`src/rtl/gcd_job_sequencer.sv`:
```
// gcd_job_sequencer
// Front-end for the repeated-subtraction GCD core. It accepts an operand
// pair on a valid/ready input, clears the core, serializes A then B onto the
// core's shared data bus with a start strobe, waits for done and presents the
// captured result on a valid/ready output. Pairs with a zero operand never
// reach the core (the subtraction loop would not terminate); their result is
// produced locally as a|b.
//
// Optional feature: define GCD_TIMEOUT_EN to add a watchdog on the WAIT state.
// After TIMEOUT_CYCLES WAIT cycles without done, the job completes with
// out_gcd=0 and out_timeout=1. Without the macro WAIT waits indefinitely and
// out_timeout is tied low.
//
// Ports
//   clk, rst            clock, synchronous active-high reset
//   in_valid/in_ready   operand handshake, in_a/in_b operands
//   core_clr            one-cycle clear to the core controller (held in reset)
//   core_start          start strobe, high while A is on core_data
//   core_data           core dataIn bus (A, then B held through WAIT)
//   core_done           core done level, core_result core Aout
//   out_valid/out_ready result handshake
//   out_gcd             result, out_zero zero-bypass flag, out_timeout watchdog flag
//
// state  | meaning
// IDLE   | ready for a new operand pair
// CLR    | core_clr pulse, returns core to its load state
// LOAD_A | A on core_data with core_start
// LOAD_B | B on core_data
// WAIT   | waiting for core_done (first 2 cycles ignore done)
// HOLD   | result presented until out_ready

module gcd_job_sequencer #(
    parameter int W              = 16,
    parameter int TIMEOUT_CYCLES = 65535
) (
    input  logic         clk,
    input  logic         rst,
    input  logic         in_valid,
    output logic         in_ready,
    input  logic [W-1:0] in_a,
    input  logic [W-1:0] in_b,
    output logic         core_clr,
    output logic         core_start,
    output logic [W-1:0] core_data,
    input  logic         core_done,
    input  logic [W-1:0] core_result,
    output logic         out_valid,
    input  logic         out_ready,
    output logic [W-1:0] out_gcd,
    output logic         out_zero,
    output logic         out_timeout
);

    typedef enum logic [2:0] {
        S_IDLE,
        S_CLR,
        S_LOAD_A,
        S_LOAD_B,
        S_WAIT,
        S_HOLD
    } state_t;

    state_t       state;
    logic [W-1:0] a_q;
    logic [W-1:0] b_q;
    // Masks a done level left over from the previous job while the core
    // controller is still coming out of its clear.
    logic [1:0]   mask_cnt;

`ifdef GCD_TIMEOUT_EN
    localparam int CW = $clog2(TIMEOUT_CYCLES + 1);
    logic [CW-1:0] wd_cnt;
    logic          timeout_q;
    assign out_timeout = timeout_q;
`else
    assign out_timeout = 1'b0;
`endif

    always_ff @(posedge clk) begin
        if (rst) begin
            state      <= S_IDLE;
            in_ready   <= 1'b0;
            core_clr   <= 1'b1;
            core_start <= 1'b0;
            core_data  <= '0;
            out_valid  <= 1'b0;
            out_gcd    <= '0;
            out_zero   <= 1'b0;
            a_q        <= '0;
            b_q        <= '0;
            mask_cnt   <= '0;
`ifdef GCD_TIMEOUT_EN
            wd_cnt     <= '0;
            timeout_q  <= 1'b0;
`endif
        end else begin
            core_clr   <= 1'b0;
            core_start <= 1'b0;
            case (state)
                S_IDLE: begin
                    in_ready <= 1'b1;
                    if (in_valid && in_ready) begin
                        in_ready <= 1'b0;
                        a_q      <= in_a;
                        b_q      <= in_b;
                        if (in_a == '0 || in_b == '0) begin
                            // gcd(0,x)=x and gcd(0,0)=0, so OR gives the answer
                            out_gcd   <= in_a | in_b;
                            out_zero  <= 1'b1;
                            out_valid <= 1'b1;
`ifdef GCD_TIMEOUT_EN
                            timeout_q <= 1'b0;
`endif
                            state     <= S_HOLD;
                        end else begin
                            core_clr <= 1'b1;
                            state    <= S_CLR;
                        end
                    end
                end
                S_CLR: begin
                    core_data  <= a_q;
                    core_start <= 1'b1;
                    state      <= S_LOAD_A;
                end
                S_LOAD_A: begin
                    core_data <= b_q;
                    state     <= S_LOAD_B;
                end
                S_LOAD_B: begin
                    mask_cnt <= 2'd2;
`ifdef GCD_TIMEOUT_EN
                    wd_cnt   <= CW'(TIMEOUT_CYCLES - 1);
`endif
                    state    <= S_WAIT;
                end
                S_WAIT: begin
                    if (mask_cnt == 2'd0 && core_done) begin
                        out_gcd   <= core_result;
                        out_zero  <= 1'b0;
                        out_valid <= 1'b1;
`ifdef GCD_TIMEOUT_EN
                        timeout_q <= 1'b0;
`endif
                        state     <= S_HOLD;
                    end
`ifdef GCD_TIMEOUT_EN
                    else if (wd_cnt == '0) begin
                        out_gcd   <= '0;
                        out_zero  <= 1'b0;
                        out_valid <= 1'b1;
                        timeout_q <= 1'b1;
                        state     <= S_HOLD;
                    end
`endif
                    else begin
                        if (mask_cnt != 2'd0) begin
                            mask_cnt <= mask_cnt - 2'd1;
                        end
`ifdef GCD_TIMEOUT_EN
                        wd_cnt <= wd_cnt - 1'b1;
`endif
                    end
                end
                S_HOLD: begin
                    if (out_ready) begin
                        out_valid <= 1'b0;
                        in_ready  <= 1'b1;
                        state     <= S_IDLE;
                    end
                end
                default: begin
                    state <= S_IDLE;
                end
            endcase
        end
    end

endmodule
```
`config.mk`:
```
export PLATFORM = sky130hd
export DESIGN_NAME = gcd_job_sequencer
export DESIGN_NICKNAME = d
export VERILOG_FILES = /design/src/rtl/gcd_job_sequencer.sv
export SDC_FILE = /design/constraint.sdc
export NUM_CORES = 1
export LEC_CHECK = 0
export ABC_AREA = 0
export BUFFER_PORTS_ARGS = -buffer_cell sky130_fd_sc_hd__clkbuf_2
export CAP_MARGIN = 20
export CORE_MARGIN = 3
export CORE_UTILIZATION = 35
export CTS_CLUSTER_SIZE = 30
export DETAILED_ROUTE_END_ITERATION = 8
export SYNTH_ARGS = -nofsm -noshare
export SYNTH_HDL_FRONTEND = slang
export SYNTH_SLANG_ARGS = --single-unit
```
`constraint.sdc`:
```
create_clock -name clk -period 1.9 [get_ports clk]
set_input_delay 0 -clock clk [delete_from_list [all_inputs] [get_ports clk]]
set_output_delay 0 -clock clk [all_outputs]
set_load 0.01 [all_outputs]
```
Word level (Yosys, flattened, before mapping). Cells that the tools add are included.

Bits in registers: 74. Latch bits: 0. Memory bits (writable): 0. Bits in read-only memories: 0. Input bits: 53. Output and inout bits: 38. Logic and storage cells: 70. Memories kept: 0.

Add/sub/neg operators: 1. $mul: 0. Div/mod/pow operators: 0. Magnitude comparators: 0. Equality and inequality tests: 11. Shift operators: 0. Mux-type cells: 27. Bitwise logic cells: 1. Reduce and logical (&&, ||, !) cells: 19.

Operators with widths (number): $pmux 16 s2 (2); $mux 16 (3); $logic_not 16->1 (2); $pmux 3 s6 (1); $or 16x16->16 (1); $mux 3 (4); $ne 2x2->1 const B (6); $mux 1 (11); $reduce_bool 2->1 (5); $eq 3x2->1 const B (2); $eq 3x3->1 const B (2); $reduce_and 3->1 (2); $reduce_and 5->1 (1); $mux 2 (2); $pmux 1 s2 (2); $pmux 2 s2 (1); $reduce_and 2->1 (2); $reduce_and 4->1 (1); $eq 3x1->1 const B (1); $logic_not 3->1 (1); $pmux 1 s3 (1); $reduce_bool 3->1 (1); $logic_and 1x1->1 (2); $logic_not 2->1 (1); 2 further kinds (2).

Depth between registers and ports, before layout. Gate-level depths: netlist of the first run.

Word-level depth: 5. Mapped depth: 8.

Worst setup path after synthesis of the first run. OpenSTA, ideal clock, no wires.

Path kind: reg2reg. Start point: register mask_cnt[0]. End point: register out_gcd[10]. Setup time: 79 ps. Arrival time: 1672 ps. Required time: 1821 ps. Path slack: 149 ps. Stages on the path, launching flop included: 9. Path buffers: 2. Period minus slack after synthesis: 1751 ps. Path through: dfxtp_1 -> inv_1 -> ha_1 -> and2_0 -> clkbuf_1 -> a21oi_1 -> buf_2 -> nand4_1 -> o221ai_2.

Cells in the longest elaborated chain, start to end: 4.

RTL lines: from (decl) (RTL line 68) `logic [1:0] mask_cnt;`; from (signal assigned) (RTL line 158) `mask_cnt <= mask_cnt - 2'd1;`; $logic_not 2->1 (RTL line 138) `if (mask_cnt == 2'd0 && core_done) begin`; $logic_and 1x1->1 (RTL line 138); $ne 2x2->1 (no line); $reduce_and 4->1 (no line); to (signal assigned) (RTL line 108) `out_gcd <= in_a | in_b;`; to (signal assigned) (RTL line 139) `out_gcd <= core_result;`; to (decl) (RTL line 49) `output logic [W-1:0] out_gcd,`.

Every way passes these cells. A chain may end at the register's enable or synchronous reset.

Final worst setup path of the first run.
Start point: input in_a[1]. End point: register state[2].

Cells in the longest elaborated chain, start to end: 5.

RTL lines: from (decl) (RTL line 40) `input logic [W-1:0] in_a,`; $logic_not 16->1 (RTL line 106) `if (in_a == '0 || in_b == '0) begin`; $logic_or 1x1->1 (RTL line 106); $mux 3 (RTL line 106); $mux 3 (RTL line 102) `if (in_valid && in_ready) begin`; $pmux 3 s6 (RTL line 99) `case (state)`; to (signal assigned) (RTL line 114) `state <= S_HOLD;`; to (signal assigned) (RTL line 117) `state <= S_CLR;`; to (signal assigned) (RTL line 124) `state <= S_LOAD_A;`; to (decl) (RTL line 63) `state_t state;`.

Every way passes these cells. The select of a mux whose other input is x is not followed.

==> impl_metrics.sql, run 1 <==
INSERT INTO impl_metrics (metric_group, metric, value, unit) VALUES
('power', 'comb_power_share', '39.4', '%'),
('setup_path', 'worst_ep_arrival_time', '2.00', 'ns'),
('global_routing', 'grt_use_total', '20.0', '%'),
('floorplanning', 'floorplan.rows', '35', ''),
('layout', 'fin_nets', '593', ''),
('layout', 'syn_to_final_growth', '33.0', '%'),
('yosys', 'yosys.cell_count.top_type', 'nand2_1', ''),
('flow_run', 'max-cap-violations', '0', ''),
('yosys', 'synth_area', '3460', 'um^2'),
('layout', 'stdcell_count', '673', ''),
('placed_design', 'dp_hpwl', '7590', 'um'),
('sta', 'final.min_clock_period', '1.70', 'ns'),
('setup_path', 'critical_path_peak_fanout', '18', ''),
('sta', 'worst-slew-pin-transition', '0.496', 'ns'),
('clock_network', 'cts_sinks', '74', ''),
('floorplanning', 'starting_density_of_the_core', '36.8', '%'),
('drt', 'avgRoutedWirePerCell', '16.3', 'um'),
('power', 'netSwitchingPower', '0.00238', 'W'),
('global_routing', 'grt_max_degree', '36', ''),
('floorplanning', 'die_h', '105', 'um'),
('clock_network', 'tritoncts', 'done', ''),
('floorplanning', 'placeableCoreArea', '9420', 'um^2'),
('power', 'peakVddDrop', '0.742', 'mV'),
('sta', 'final-max-slew-violation-count', '0', ''),
('drt', 'vias', '3628', ''),
('sta', 'achievable-frequency', '587', 'MHz'),
('clock_network', 'clk_transition_reported_paths', '0.08', 'ns'),
('yosys', 'synth_top_cell_by_area', 'dfxtp_1', ''),
('drt', 'drt_pre_antenna_iters', '4', ''),
('setup_path', 'timing.critical_path.to_type', 'register', ''),
('drt', 'initial_drc_count', '245', ''),
('sta', 'fin_crit_sh', '89.7', '%'),
('power', 'p_int', '0.00375', 'W'),
('sta', 'final.setup.worst_slack', '0.195', 'ns'),
('sta', 'timing.final.hold_violations', '0', ''),
('setup_path', 'critical_path_required', '2.19', 'ns'),
('layout', 'layout_cell_share_with_drive_strength_beyond_1', '26.7', '%'),
('power', 'total_power', '0.00613', 'W'),
('sta', 'sum_neg_setup_slack', '0', 'ns'),
('drt', 'wl_met2', '5260', 'um'),
('layout', 'final_cell_area', '4600', 'um^2'),
('yosys', 'synthDistinctLibCells', '43', ''),
('yosys', 'synth_edf_count', '0', ''),
('layout', 'antenna_cells_inserted', '0', ''),
('hold_path', 'worst_hold_startpoint', 'core_result[10]', ''),
('global_routing', 'grt_overflow', '0', ''),
('placed_design', 'dp.cells', '625', ''),
('clock_network', 'clockRootBuffer', 'clkbuf_8', ''),
('drt', 'drc_errors', '0', ''),
('clock_network', 'tritoncts.num_buffers', '9', ''),
('run_status', 'run_status', 'finished clean', ''),
('yosys', 'post_synth_main_area_contributors', 'dfxtp_1 (43%), nand2_1 (10%), a21oi_1 (6.1%)', ''),
('yosys', 'synth.top_cells.by_count', 'nand2_1 (92), dfxtp_1 (74), a21oi_1 (42)', ''),
('yosys', 'async_reset_ff_share', '0', '%'),
('drt', 'route.met3.wl', '541', 'um'),
('placed_design', 'io_buffer_count', '89', ''),
('floorplanning', 'die_w', '105', 'um'),
('yosys', 'yosys.area.top_type_share', '42.8', '%'),
('power', 'static-leakage-power', '1.83', 'nW'),
('power', 'share_clk_of_total_power', '22.2', '%'),
('drt', 'post_drt_via_cell_ratio', '5.39', ''),
('drt', 'number_of_nets_still_failing_antenna_checks_after_routing', '0', ''),
('floorplanning', 'io_pins', '91', ''),
('yosys', 'post_synthesis_register_bit_count', '74', ''),
('power', 'power.sequential.fraction', '38.4', '%'),
('setup_path', 'path_class', 'in2reg', ''),
('setup_path', 'startpoint_type', 'input port', ''),
('yosys', 'number_of_nets_produced_by_synthesis', '477', ''),
('floorplanning', 'dieArea', '11100', 'um^2'),
('drt', 'maxUsedRoutingLayer', 'met4', ''),
('placed_design', 'gp_congestion', '0.875', '');
area by class of cell:
cell class	instances	area (um^2)
clock buffers	10	128
clock inverters	6	90.1
fillers	905	4810
inverters	8	30.0
multi-input cells	303	1770
flip-flops and latches	74	1480
well taps	129	161
repair buffers	143	943
registers in the layout, summed over array words and instances (netlist names):
| signal | flops |
|---|---|
| a_q | 16 |
| b_q | 16 |
| core_data | 16 |
| out_gcd | 16 |
| state | 3 |
| mask_cnt | 2 |
| core_clr | 1 |
| core_start | 1 |
| in_ready | 1 |
| out_valid | 1 |
| out_zero | 1 |
cells in the final DEF (no fill, tap or decap), types with 3 or more instances in the layout:
cell and instances:
o31ai_1 16, dfxtp_1 74, nand4_1 17, buf_4 21, nor3_1 5, a311oi_1 14
dlygate4sd3_1 32, o221ai_1 6, nand2_1 92, inv_1 7, and3_1 16, a31oi_1 17
o221ai_2 10, nor4_1 8, a21oi_1 42, nor2_1 15, clkbuf_8 9, clkbuf_2 89
a22oi_1 3, and2_1 3, nand2b_1 3, nand3_1 8, o21ai_0 7
critical path, cell delays in order:
cell	delay [ns]
dlygate4sd3_1	0.55
clkbuf_2	0.13
nor4_1	0.46
nand4_2	0.17
buf_4	0.24
a211oi_1	0.27
o31a_1	0.17
power by group through the flow:
stage          registers (W)  clock network (W)  logic (W)
2_1_floorplan        0.00242                  0    0.00145
3_3_place_gp         0.00237                  0    0.00234
3_5_place_dp         0.00238                  0    0.00237
4_1_cts              0.00235            0.00139    0.00243
5_1_grt              0.00242            0.00145    0.00267
6_report             0.00235            0.00136    0.00241
metal layers:
metal	vias to the layer above	track usage (%)
met5	-	0
met4	0	7.22
met3	16	3.43
met2	110	32.4
met1	1723	26.7
li1	1779	-
worst paths after layout:
path,slack (ns),cells past startpoint,to
hold / removal,0.07,4,out_gcd[10]
setup / recovery,0.20,7,state[2]
setup reg to reg,0.20,7,out_gcd[6]
hold reg to reg,0.46,2,a_q[11]
logic make-up (layout without fill, tap and decap cells):
kind of cell	count (synthesis)	in the layout	share of synthesized area, %
AND/OR/NAND/NOR	178	178	24.9
AO/OA/AOI/OAI	122	122	25.4
flip-flops	74	74	42.8
buffers and inverters	46	167	6.11
adder cells (fa/ha/maj)	1	1	0.361
other	1	1	0.108
XOR/XNOR	1	1	0.253
repair_timing:
item,4_1_cts,5_1_grt
hold endpoints to repair,32,0
resized for setup,0,0
endpoints found under the setup margin,0,0
hold buffers,32,0
per-stage QoR:
stage          util, %  hold WS (ns)
2_1_floorplan        -         0.136
3_3_place_gp      43.2         0.264
3_5_place_dp      43.2         0.272
4_1_cts           48.9        0.0562
5_1_grt           48.9        0.0907
6_report          48.9        0.0661
Note: power is estimated with default switching activity, not from simulation.
==> inputs of run 2 (changes only) <==
--- a/config.mk
+++ b/config.mk
@@ -8,6 +8,7 @@
 export ABC_AREA = 0
 export BUFFER_PORTS_ARGS = -buffer_cell sky130_fd_sc_hd__clkbuf_2
 export CAP_MARGIN = 20
+export CORE_ASPECT_RATIO = 1.75
 export CORE_MARGIN = 3
 export CORE_UTILIZATION = 35
 export CTS_CLUSTER_SIZE = 30
==> run 2 against run 1 <==
Effect of this change: worst setup slack worse by 0.0071 ns; highest routed layer unchanged; fmax is 0.42% lower; final cell count fell by 1.9%; flip-flop and latch count is the same; die area up 0.42%; clock power increased by 42%; largest cell class unchanged; utilization grew 0.49 points; largest power group unchanged; clock skew barely moved; first-iteration DRC count up 26%; power up 10%; wire length up 3.5%.
==> impl_metrics.sql, run 2 (synthesized netlist as in run 1, its figures left out) <==
INSERT INTO impl_metrics (metric_group, metric, value, unit) VALUES
('drt', 'avgRoutedWirePerCell', '17.2', 'um'),
('clock_network', 'tritoncts', 'done', ''),
('placed_design', 'gp_congestion', '0.793', ''),
('setup_path', 'critical_path_required', '2.10', 'ns'),
('global_routing', 'first_global_vias', '3517', ''),
('layout', 'antenna_cells_inserted', '0', ''),
('sta', 'worst-slew-pin-transition', '0.563', 'ns'),
('setup_path', 'stage_delay_of_the_slowest_cell_on_the_critical_path', '0.34', 'ns'),
('layout', 'layout_cell_share_with_drive_strength_beyond_1', '26.0', '%'),
('sta', 'final.hold.worst_slack', '0.0794', 'ns'),
('flow_run', 'max-cap-violations', '0', ''),
('hold_path', 'holdCritPathClass', 'in2reg', ''),
('floorplanning', 'die_h', '138', 'um'),
('clock_network', 'clk_transition_reported_paths', '0.06', 'ns'),
('sta', 'grt_setup_unrepaired', 'no', ''),
('placed_design', 'io_buffer_count', '89', ''),
('sta', 'final.min_clock_period', '1.71', 'ns'),
('global_routing', 'first_pass_grt_wire_length', '18000', 'um'),
('drt', 'initial_drc_count', '308', ''),
('setup_path', 'cp_slowest_cell', 'dfxtp_1', ''),
('power', 'power-per-cell-area', '1430', 'nW/um^2'),
('floorplanning', 'dieArea', '11200', 'um^2'),
('clock_network', 'cts_sinks', '74', ''),
('sta', 'relSlewSlack', '62.1', '%'),
('global_routing', 'grt_use_total', '21.3', '%'),
('setup_path', 'worst_ep_arrival_time', '1.91', 'ns'),
('setup_path', 'r2r_setup_slack', '0.19', 'ns'),
('sta', 'sum_neg_setup_slack', '0', 'ns'),
('setup_path', 'critical_path_sink', 'out_gcd[2]', ''),
('floorplanning', 'io_pins', '91', ''),
('layout', 'most-common-layout-cells', 'nand2_1 (92), clkbuf_2 (89), dfxtp_1 (74)', ''),
('layout', 'syn_to_final_growth', '35.9', '%'),
('layout', 'stdcell_count', '660', ''),
('layout', 'fin_nets', '587', ''),
('sta', 'finalSetupViolations', '0', ''),
('clock_network', 'tritoncts.num_buffers', '9', ''),
('clock_network', 'clockRootBuffer', 'clkbuf_16', ''),
('setup_path', 'crit-reg2reg-capture', 'out_gcd[2]', ''),
('floorplanning', 'starting_density_of_the_core', '36.3', '%'),
('placed_design', 'dp.cells', '612', ''),
('setup_path', 'path_depth', '7', ''),
('sta', 'timing.final.hold_violations', '0', ''),
('clock_network', 'clkLatencyLatePin', '0.34', 'ns'),
('clock_network', 'h-tree-depth', '3', ''),
('drt', 'number_of_nets_still_failing_antenna_checks_after_routing', '0', ''),
('setup_path', 'timing.critical_path.to_type', 'register', ''),
('sta', 'fin_crit_sh', '90.1', '%'),
('clock_network', 'ctsLongestPathBuffers', '2', ''),
('setup_path', 'critical_path_peak_fanout', '12', ''),
('layout', 'leading_cell_type_in_the_layout_fill_and_taps_excluded', 'nand2_1', ''),
('run_status', 'run_status', 'finished clean', ''),
('drt', 'routed_wirelength', '11400', 'um'),
('floorplanning', 'placeableCoreArea', '9530', 'um^2'),
('drt', 'drc_errors', '0', ''),
('global_routing', 'grt_max_degree', '51', ''),
('setup_path', 'path_class', 'reg2reg', ''),
('setup_path', 'timing.critical_path.buf_inv', '2', ''),
('drt', 'vias', '3657', ''),
('power', 'static-leakage-power', '1.88', 'nW'),
('global_routing', 'grt_antenna_before_repair', '0', ''),
('floorplanning', 'floorplan.rows', '47', ''),
('clock_network', 'post_cts.repair.setup_buffers', '0', ''),
('setup_path', 'r2r.worst_path.cells', '7', ''),
('setup_path', 'critical_path_cell_list', 'inv_1, ha_1, and2_1, buf_4, and3_1, a31oi_1, o221ai_1', ''),
('setup_path', 'worst_path_dominant_cell_family', 'simple AND/OR/NAND/NOR gates', ''),
('sta', 'achievable-frequency', '584', 'MHz'),
('placed_design', 'dp_hpwl', '7910', 'um'),
('drt', 'drt_pre_antenna_iters', '5', ''),
('setup_path', 'r2r-start', 'mask_cnt[0]', ''),
('sta', 'final-max-slew-violation-count', '0', ''),
('setup_path', 'startpoint_type', 'register', ''),
('setup_path', 'setup.worst_path.start', 'mask_cnt[0]', ''),
('sta', 'finClkSkew', '0.00709', 'ns'),
('global_routing', 'grt_overflow', '0', ''),
('floorplanning', 'die_w', '81.2', 'um'),
('power', 'peakVddDrop', '0.629', 'mV'),
('drt', 'post_drt_via_cell_ratio', '5.54', '');
[run 2: timing repair]
item / CTS / global route
endpoints found under the hold margin: 32 / 0
resized for setup: 0 / 2
setup endpoints to repair: 0 / 19
hold buffers: 32 / 0
[run 2: worst min-delay path, delay by kind of cell]
kind	cells	cell delay, ns
AO/OA/AOI/OAI	2	0.19
buffers and inverters	1	0.07
AND/OR/NAND/NOR	1	0.13
[run 2: how the worst min path moves through the flow]
stage               cells after the start            from         end
finish                                  4  core_result[5]  out_gcd[5]
global route                            4  core_result[8]  out_gcd[8]
CTS                                     4  core_result[5]  out_gcd[5]
detailed placement                      3        in_b[14]     b_q[14]
global placement                        3         in_b[4]      b_q[4]
floorplan                               2         in_a[0]      a_q[0]
[run 2: through the flow]
stage,power (W),setup WS [ns],area (um^2),utilization (%)
final,0.00674,0.188,4700,49.4
after global routing,0.00718,0.0320,4700,49.4
after CTS,0.00678,0.0320,4700,49.4
after detailed placement,0.00479,0.107,4050,42.5
after global placement,0.00474,0.178,4050,42.5
after floorplan,0.00387,0.149,3460,-
[run 2: layout make-up]
type	count	area (um^2)
clock buffer	10	229
clock inverter	6	105
fill	955	4820
inverter	8	30.0
multi-input combinational	303	1770
sequential	74	1480
tap	122	153
timing repair buffer	137	936
[run 2: report_power, final]
group	switching, W	internal (W)	leakage [nW]
logic	0.00146	0.00102	1.11
clock network	0.000657	0.00128	0.166
registers	0.000323	0.00201	0.602
[run 2: per-layer routing]
layer  global-route usage, %  part of all wire [%]  up-vias
met5                       0                     0        -
met4                    10.2                   3.5        0
met3                    3.93                   5.6       28
met2                    35.5                    51      149
met1                    26.1                    40     1712
li1                        -                     -     1768
==> inputs of run 3 (changes only) <==
==> constraint.sdc (replaced) <==
create_clock -name clk -period 1.85 [get_ports clk]
set_input_delay 0 -clock clk [delete_from_list [all_inputs] [get_ports clk]]
set_output_delay 0 -clock clk [all_outputs]
set_load 0.01 [all_outputs]
==> run 3 against run 2 <==
Effect of this change: flip-flop and latch count stayed put; hold slack better by 0.0086 ns; power is 0.51% lower; non-clock buffer count is 6 higher; die area stayed put; critical endpoint is now state[2]; largest cell class unchanged.
==> impl_metrics.sql, run 3 (synthesized netlist as in run 1, its figures left out) <==
INSERT INTO impl_metrics (metric_group, metric, value, unit) VALUES
('sta', 'finalSetupViolations', '0', ''),
('placed_design', 'dp_hpwl', '8050', 'um'),
('sta', 'worst-slew-pin-transition', '0.515', 'ns'),
('floorplanning', 'floorplan.rows', '47', ''),
('setup_path', 'worst_path_dominant_cell_family', 'buffers and inverters', ''),
('drt', 'initial_drc_count', '268', ''),
('sta', 'sum_neg_setup_slack', '0', 'ns'),
('floorplanning', 'die_h', '138', 'um'),
('setup_path', 'worst_ep_arrival_time', '2.00', 'ns'),
('sta', 'achievable-frequency', '580', 'MHz'),
('global_routing', 'first_global_vias', '3478', ''),
('placed_design', 'dpl_cell_area', '4070', 'um^2'),
('layout', 'layout_cell_share_with_drive_strength_beyond_1', '26.8', '%'),
('clock_network', 'ctsLongestPathBuffers', '2', ''),
('clock_network', 'tritoncts', 'done', ''),
('global_routing', 'grt_use_total', '20.8', '%'),
('floorplanning', 'dieArea', '11200', 'um^2'),
('setup_path', 'timing.critical_path.buf_inv', '3', ''),
('setup_path', 'startpoint_type', 'input port', ''),
('drt', 'routed_wirelength', '11200', 'um'),
('power', 'static-leakage-power', '1.88', 'nW'),
('global_routing', 'grt_overflow', '0', ''),
('layout', 'final_cell_area', '4690', 'um^2'),
('sta', 'relSlewSlack', '65.6', '%'),
('clock_network', 'post_cts.repair.setup_buffers', '0', ''),
('setup_path', 'cp_slowest_cell', 'dlygate4sd3_1', ''),
('sta', 'grt_setup_unrepaired', 'no', ''),
('flow_run', 'max-cap-violations', '0', ''),
('floorplanning', 'placeableCoreArea', '9530', 'um^2'),
('placed_design', 'dp.cells', '618', ''),
('clock_network', 'tritoncts.num_buffers', '9', ''),
('power', 'peakVddDrop', '0.628', 'mV'),
('global_routing', 'grt_antenna_before_repair', '0', ''),
('run_status', 'run_status', 'finished clean', ''),
('setup_path', 'critical_path_cell_list', 'dlygate4sd3_1, clkbuf_2, nor4_1, nand4_2, buf_4, a211oi_1, o31a_1', ''),
('power', 'total_power', '0.00671', 'W'),
('floorplanning', 'io_pins', '91', ''),
('sta', 'final-max-slew-violation-count', '0', ''),
('placed_design', 'io_buffer_count', '89', ''),
('layout', 'fin_nets', '593', ''),
('setup_path', 'path_class', 'in2reg', ''),
('power', 'power-per-cell-area', '1430', 'nW/um^2'),
('floorplanning', 'starting_density_of_the_core', '36.3', '%'),
('drt', 'avgRoutedWirePerCell', '16.9', 'um'),
('layout', 'postLayoutCoreUtil', '49.3', '%'),
('sta', 'timing.final.hold_violations', '0', ''),
('clock_network', 'post_cts_hold_buffer_count', '32', ''),
('layout', 'most-common-layout-cells', 'nand2_1 (92), clkbuf_2 (89), dfxtp_1 (74)', ''),
('drt', 'drt_pre_antenna_iters', '5', ''),
('hold_path', 'holdCritPathClass', 'in2reg', ''),
('setup_path', 'critical_path_required', '2.13', 'ns'),
('drt', 'number_of_nets_still_failing_antenna_checks_after_routing', '0', ''),
('floorplanning', 'die_w', '81.2', 'um'),
('layout', 'syn_to_final_growth', '35.6', '%'),
('clock_network', 'clk_transition_reported_paths', '0.06', 'ns'),
('global_routing', 'first_pass_grt_wire_length', '17700', 'um'),
('drt', 'post_drt_via_cell_ratio', '5.52', ''),
('drt', 'vias', '3675', ''),
('placed_design', 'gp_congestion', '0.813', ''),
('layout', 'stdcell_count', '666', ''),
('clock_network', 'cts_sinks', '74', ''),
('layout', 'antenna_cells_inserted', '0', ''),
('clock_network', 'clkLatencyLatePin', '0.33', 'ns'),
('clock_network', 'h-tree-depth', '3', ''),
('sta', 'fin_crit_sh', '93.2', '%'),
('clock_network', 'cts-resized-gates', '0', ''),
('layout', 'leading_cell_type_in_the_layout_fill_and_taps_excluded', 'nand2_1', ''),
('drt', 'drc_errors', '0', ''),
('sta', 'finClkSkew', '0.00454', 'ns'),
('setup_path', 'timing.critical_path.to_type', 'register', ''),
('sta', 'final.min_clock_period', '1.72', 'ns'),
('global_routing', 'grt_max_degree', '51', ''),
('setup_path', 'stage_delay_of_the_slowest_cell_on_the_critical_path', '0.54', 'ns'),
('setup_path', 'critical_path_peak_fanout', '18', ''),
('clock_network', 'clockRootBuffer', 'clkbuf_16', '');
-- run 3: cell types whose count changed in the layout (fill, tap and decap cells not counted), sizes merged --
cell	previous run	this run
buf	16	22
bufinv	3	1
clkbuf	99	100
clkinvlp	0	1
-- run 3: tightest hold or removal path, delay by kind of cell --
kind	cells	cell delay, ns
buf+inv	1	0.07
compound gates	2	0.19
simple gates	1	0.13
-- run 3: final timing paths --
check	cells past startpoint	slack, ns	start	to
setup / recovery	7	0.13	in_a[3]	state[2]
setup reg to reg	4	0.15	state[1]	core_data[0]
hold reg to reg	2	0.45	a_q[2]	a_q[2]
hold / removal	4	0.09	core_result[5]	out_gcd[5]
-- run 3: area by class of cell --
| cell class | count | area (um^2) |
|---|---|---|
| Multi-Input combinational cell | 303 | 1770 |
| Tap cell | 122 | 153 |
| Clock inverter | 5 | 52.6 |
| Sequential cell | 74 | 1480 |
| Clock buffer | 11 | 253 |
| Fill cell | 940 | 4830 |
| Inverter | 8 | 30.0 |
| Timing Repair Buffer | 143 | 956 |
-- run 3: through the flow --
stage | hold WS, ns | setup slack, ns
floorplan | 0.136 | 0.0994
global placement | 0.266 | 0.235
detailed placement | 0.272 | 0.170
CTS | 0.0807 | 0.149
global route | 0.108 | 0.0188
finish | 0.0879 | 0.126
-- run 3: where the power goes --
group / internal, W / switching (W)
Clock: 0.00111 / 0.000655
Sequential: 0.00206 / 0.000352
Combinational: 0.00105 / 0.00147
-- run 3: routing by layer --
layer | share of wire, % | track usage, % | routed length [um] | up-vias
met5 | 0 | 0 | 0 | -
met4 | 2.8 | 8.18 | 310 | 0
met3 | 5.2 | 3.73 | 589 | 21
met2 | 52 | 35.5 | 5880 | 125
met1 | 40 | 25.6 | 4450 | 1751
li1 | - | - | - | 1778
